File: src/rtl/ring_pe_port.sv
// Ring-network PE port: two-VC injection toward cw/ccw links and
// two-VC ejection to the PE, phased by a free-running polarity bit.
module ring_pe_port (
    input  logic        clk,
    input  logic        reset,
    output logic        polarity,
    input  logic        pesi,
    output logic        peri,
    input  logic [63:0] pedi,
    output logic        cwso,
    input  logic        cwri,
    output logic [63:0] cwdo,
    output logic        ccwso,
    input  logic        ccwri,
    output logic [63:0] ccwdo,
    input  logic        ejsi,
    output logic        ejri,
    input  logic [63:0] ejdi,
    output logic        peso,
    input  logic        pero,
    output logic [63:0] pedo
);

    logic             pol_q;
    logic [1:0]       ifull_q, ifull_d;
    logic [1:0][63:0] ibuf_q, ibuf_d;
    logic [1:0]       efull_q, efull_d;
    logic [1:0][63:0] ebuf_q, ebuf_d;
    logic             rr_q, rr_d;

    logic        isel;
    logic        isend;
    logic [63:0] ipkt;
    logic [63:0] idata;
    logic        isend_done;
    logic        inj_keep;
    logic        eslot;
    logic        ej_acc;
    logic        esel;
    logic        deliver;
    logic        unused_vc;

    assign polarity = pol_q;

    // The VC not currently owned by the link phase is the only one allowed out.
    assign isel  = ~pol_q;
    assign isend = ifull_q[isel];
    assign ipkt  = ibuf_q[isel];
    assign idata = {ipkt[63:56], ipkt[55:48] >> 1, ipkt[47:0]};

    assign cwso  = isend & ~ipkt[62];
    assign ccwso = isend & ipkt[62];
    assign cwdo  = cwso ? idata : 64'd0;
    assign ccwdo = ccwso ? idata : 64'd0;

    assign isend_done = (cwso & cwri) | (ccwso & ccwri);

    assign peri     = ~ifull_q[pol_q];
    assign inj_keep = pesi & peri & (|pedi[55:48]);

    assign eslot  = ~pol_q;
    assign ejri   = ~efull_q[eslot];
    assign ej_acc = ejsi & ejri;

    assign peso    = |efull_q;
    assign esel    = efull_q[rr_q] ? rr_q : ~rr_q;
    assign pedo    = peso ? ebuf_q[esel] : 64'd0;
    assign deliver = peso & pero;

    assign unused_vc = pedi[63] ^ ejdi[63];

    always_comb begin
        ifull_d = ifull_q;
        ibuf_d  = ibuf_q;
        efull_d = efull_q;
        ebuf_d  = ebuf_q;
        rr_d    = rr_q;
        if (isend_done) begin
            ifull_d[isel] = 1'b0;
        end
        if (inj_keep) begin
            ifull_d[pol_q] = 1'b1;
            ibuf_d[pol_q]  = {pol_q, pedi[62:0]};
        end
        if (ej_acc) begin
            efull_d[eslot] = 1'b1;
            ebuf_d[eslot]  = {eslot, ejdi[62:0]};
        end
        if (deliver) begin
            efull_d[esel] = 1'b0;
            rr_d          = ~esel;
        end
    end

    always_ff @(posedge clk or negedge reset) begin
        if (!reset) begin
            pol_q   <= 1'b0;
            ifull_q <= '0;
            ibuf_q  <= '0;
            efull_q <= '0;
            ebuf_q  <= '0;
            rr_q    <= 1'b0;
        end else begin
            pol_q   <= ~pol_q;
            ifull_q <= ifull_d;
            ibuf_q  <= ibuf_d;
            efull_q <= efull_d;
            ebuf_q  <= ebuf_d;
            rr_q    <= rr_d;
        end
    end

endmodule
File: config.mk
export PLATFORM = sky130hd
export DESIGN_NAME = ring_pe_port
export DESIGN_NICKNAME = d
export VERILOG_FILES = /design/src/rtl/ring_pe_port.sv
export SDC_FILE = /design/constraint.sdc
export NUM_CORES = 1
export LEC_CHECK = 0
export CAP_MARGIN = 10
export CELL_PAD_IN_SITES_DETAIL_PLACEMENT = 0
export CELL_PAD_IN_SITES_GLOBAL_PLACEMENT = 1
export CORE_MARGIN = 3
export CORE_UTILIZATION = 42
export DETAILED_ROUTE_END_ITERATION = 8
export HOLD_SLACK_MARGIN = 0.03
export PLACE_DENSITY_LB_ADDON = 0.1
export SLEW_MARGIN = 5
export SYNTH_ARGS = -nofsm -noshare
export SYNTH_HDL_FRONTEND = slang
export SYNTH_SLANG_ARGS = --single-unit
export TNS_END_PERCENT = 5
File: constraint.sdc
create_clock -name clk -period 2.8 [get_ports clk]
set_input_delay 0.56 -clock clk [delete_from_list [all_inputs] [get_ports clk]]
set_output_delay 0.56 -clock clk [all_outputs]
set_load 0.05 [all_outputs]
-- Word-level counts from Yosys, hierarchy flattened
Index checks and enable logic that the tools add are counted.
- bits in registers: 262
- input bits: 135
- output and inout bits: 198
- word-level logic and storage cells: 73
- $lt $le $gt $ge: 7
- multiplexer cells: 32
- bitwise logic cells: 21
- reduce and logical (&&, ||, !) cells: 5
- operator list (operator ; number):
    $mux 64 ; 9
    $bwmux 128 ; 2
    $demux 64 s1 ; 2
    $mux 1 ; 12
    $and 1x1->1 ; 8
    $lt 1x2->1 const B ; 4
    $mux 2 ; 4
    $reduce_or 8->1 ; 1
    $not 1->1 ; 6
    $and 2x2->2 ; 2
    $not 2->2 ; 2
    $or 2x2->2 ; 2
    $demux 1 s1 ; 3
    $ge 1x1->1 const B ; 3
    $logic_and 1x1->1 ; 3
    $reduce_or 2->1 ; 1
    $or 1x1->1 ; 1

-- Logic depth before layout (Yosys ltp)
- depth after elaboration: 10
- mapped depth: 6
- mapped depth without buffers: 3

-- Worst setup path before layout
OpenSTA, ideal clock, no wires.
- path type: flip-flop to output port
- start: register pol_q, in the netlist polarity
- end: output ccwdo[62]
- data arrival time: 2.196 ns
- required time: 2.240 ns
- setup slack: 0.044 ns
- cell stages (with the launch flop): 7
- path buffers: 3
- cells stage by stage: dfrtp_1 -> buf_4 -> nor2b_1 -> a32oi_1 -> clkbuf_1 -> inv_1 -> buf_4
- cells in the longest elaborated chain, start to end: 4
- elaborated cells on any way between the ends: 6
- those cells by class: mux: 5; bitwise: 1
- RTL lines (item ; RTL line ; RTL):
    start, declared ; 24 ; logic pol_q;
    start signal, assigned ; 104 ; pol_q <= ~pol_q;
    $mux 1 (not written as such) / $mux 64 (equally long branches) (2 in a row) ; 47, 48 ;
    $and 1x1->1 (*) ; 52 ; assign ccwso = isend & ipkt[62];
    net ccwso ; 13 ; output logic ccwso,
    $mux 64 (*) ; 54 ; assign ccwdo = ccwso ? idata : 64'd0;
    end, declared ; 15 ; output logic [63:0] ccwdo,
Mark *: on every way through the listed nets, which the timed path passes. The rest lies on a longest branch. The select of a mux whose other input is x is not followed.

-- Final worst setup path
- start: register pol_q, in the netlist polarity
- end: output cwdo[48]
- cells in the longest elaborated chain, start to end: 5
- elaborated cells on any way between the ends: 7
- those cells by class: mux: 5; bitwise: 2
- RTL lines (item ; RTL line ; RTL):
    $mux 64 (not written as such) (2 in a row) ; 48 ; assign ipkt = ibuf_q[isel];
    $not 1->1 ; 51 ; assign cwso = isend & ~ipkt[62];
    $and 1x1->1 ; 51 ;
    $mux 64 (*) ; 53 ; assign cwdo = cwso ? idata : 64'd0;
    end, declared ; 12 ; output logic [63:0] cwdo,
Mark *: on every way between the ends. The rest lies on a longest branch, timed or not. The select of a mux whose other input is x is not followed.

==> reports/metrics.csv <==
metric,value,unit
setup_tns,0,ns
drv_cap,0,
synth_top_cell_area_share,0.5168,
rsz0062_at_grt,true,
yosysTopAreaCell,dfrtp_1,
chipWidth,179.1,microns
finalHoldViolations,0,
vdd_drop_max,628.6,uV
synthSimpleGateAreaFrac,0.07365,
holdCritPathClass,flip-flop to flip-flop,
ys_warn_count,0,
routed_wl,33520,microns
clockRootBuffer,clkbuf_16,
synth_cells,1015,
grt_first_pass_wirelength,52330,microns
clk_pin_slew,0.06,ns
num_rows,62,
powerDensity,1319,nW/um^2
clkPwrFrac,0.169,
core,29090,sq um
max_slew.worst_pin.slew,0.8023,ns
nets,1463,
slew_headroom,0.4651,
critPathMaxFanout,49,
swShare,0.4217,
dieArea,32090,sq um
fillers,2343,
grt_pass1_vias,9332,
cts.sinks,260,
slowest_delay,0.52,ns
fmax,359.3,MHz
vias,8972,
clk-insertion-delay-late,0.53,ns
dpl.hpwl,21660,microns
drc,0,
drt_iter0_markers,379,
path_buf_inv,3,
slowest_stage,dfrtp_4,
gp_congestion,0.7294,
synth.distinct_cells,30,
worst_ep_arrival_time,2.22,ns
cp-start-kind,flip-flop,
yosys.cell_count.top_type,dfrtp_1,
detail-route-antenna-nets,0,
seqPwrFrac,0.244,
cts-htree-levels,1,
synthTopCellsByCount,"260 x dfrtp_1, 132 x mux2_2, 126 x nor2_1",
fin_crit,2.783,ns
ios,333,
finalClockSkew,0.006858,ns
status,completed,
synth_compound_area_frac,0.06013,
cts_tree,done,
synth_mux_area_frac,0.3113,
syn2layout_area_growth,42.17,%
cp_cell_sequence,buf_8 > nand2_1 > a2bb2oi_4 > buf_12 > nor2_1 > buf_4,
grt-ovfl-total,0,
grt_max_degree,72,
cp-end-kind,primary output,
switchingPower,0.009956,W
synth.avg_cell_area,12.40,sq um
drive_above_1_share,0.4133,
async_reset_ff_frac,1.000,
initial_core_util,0.4327,
synth_fa_ha_area_frac,0,
synthFlopType,dfrtp_1,
synth-xor-area-share,0,
intPower,0.01365,W
period_share,0.9939,
post-route-util,0.6152,
mappedNetlistArea,12590,sq um
antenna_found_initial,6,
grtUsageTotal,0.2044,
synth_edf_count,0,
slew_viol_final,0,
synth_top_family_by_area,multiplexers,
path_class,flip-flop to primary output,
ys_seq_elements,260,
ys_top_cells_by_area,"dfrtp_1 52%, mux2_4 14%, mux2_2 12%",
power_frac_comb,0.586,
critPathTopFamily,buffers and inverters,
numPortBuffers,327,
yosysSeqAreaShare,0.5168,
post_drt_wl_per_cell,19.32,microns
clk_path_buf_depth,3,
cp.required,2.24,ns
cts-buffers-inserted,28,
setup_violations,0,
power.leakage,8.289,nW
avgViaCountPerCell,5.171,
dieHeight,179.1,microns
first_pass_iters,4,
## metal layers
| layer | part of all wire | global-route usage |
|---|---|---|
| met2 | 0.47 | 0.3317 |
| met3 | 0.075 | 0.05210 |
| met5 | 0.0023 | 0 |
| met4 | 0.017 | 0.03898 |
| met1 | 0.43 | 0.2803 |
## flip-flops by register name (all words and copies together) (netlist names)
signal	flops
ebuf_q	128
rr_q	1
polarity	1
ifull_q	2
ibuf_q	126
efull_q	2
## power by group through the flow
stage          logic, W  clock network [W]  registers, W
5_1_grt          0.0146            0.00426       0.00594
3_5_place_dp     0.0139                  0       0.00579
6_report         0.0138            0.00399       0.00577
2_1_floorplan   0.00790                  0       0.00560
3_3_place_gp     0.0138                  0       0.00575
4_1_cts          0.0139            0.00410       0.00576
## path summary, 6_finish.rpt
check                                             start                      end  slack (ns)  cells past startpoint
worst max-delay path                 polarity$_DFF_PN0_                 cwdo[48]        0.02                      6
worst min-delay path            ibuf_q[127]$_DFFE_PN0P_  ibuf_q[127]$_DFFE_PN0P_        0.47                      1
min in group asynchronous                         reset    ebuf_q[9]$_DFFE_PN0P_        0.58                      2
max in group asynchronous                         reset   ibuf_q[91]$_DFFE_PN0P_        1.49                      3
worst max register to register       polarity$_DFF_PN0_   ibuf_q[14]$_DFFE_PN0P_        0.46                      5
worst min register to register  ibuf_q[127]$_DFFE_PN0P_  ibuf_q[127]$_DFFE_PN0P_        0.47                      1
## per-stage QoR
| stage | worst slack (ns) | power, W | hold slack, ns | cells | area [sq um] |
|---|---|---|---|---|---|
| floorplan | 0.04419 | 0.01349 | 0.2644 | 1017 | 12600 |
| global placement | 0.09611 | 0.01955 | 0.4524 | 1676 | 16770 |
| detailed placement | 0.06999 | 0.01970 | 0.4545 | 1676 | 16770 |
| CTS | -0.02930 | 0.02381 | 0.4704 | 1734 | 17870 |
| global route | -0.07643 | 0.02477 | 0.4927 | 1734 | 17890 |
| finish | 0.01699 | 0.02361 | 0.4699 | 1735 | 17900 |
## logic make-up after synthesis
group                  Yosys count
other                            1
multiplexers                   316
buffers and inverters           90
AO/OA/AOI/OAI                  141
AND/OR/NAND/NOR                207
flip-flops                     260
## placed cells by master, fill, tap and decap left out, types with 3 or more instances in the layout
cell type	instances
conb_1	3
nor2_1	125
mux2_2	132
clkbuf_16	29
a21oi_1	64
nand3_1	64
bufinv_16	3
inv_1	5
mux2_4	118
clkbuf_8	12
mux2i_1	65
clkdlybuf4s50_1	131
o21ai_0	64
nor2b_4	3
a21oi_2	4
buf_4	148
dfrtp_1	257
clkinv_2	3
buf_12	83
## repair_timing
item                                    CTS  global route
endpoints found under the setup margin  127           104
setup buffers                             4             0
hold buffers                              1             0
pin swaps                                 2             0
hold endpoints to repair                 67             0
gates resized for setup                   4             8
gates cloned                              1             0
## area by class of cell
type / instances / area, sq um / area share
Sequential cell: 260 / 6513 / 0.3639
Multi-Input combinational cell: 668 / 5731 / 0.3202
Timing Repair Buffer: 365 / 4124 / 0.2304
Clock buffer: 43 / 898.4 / 0.05020
Tap cell: 384 / 480.5 / 0.02685
Clock inverter: 9 / 130.1 / 0.007271
Inverter: 5 / 18.77 / 0.001049
Antenna cell: 1 / 2.502 / 0.0001398
(Power assumes the default switching activity.)
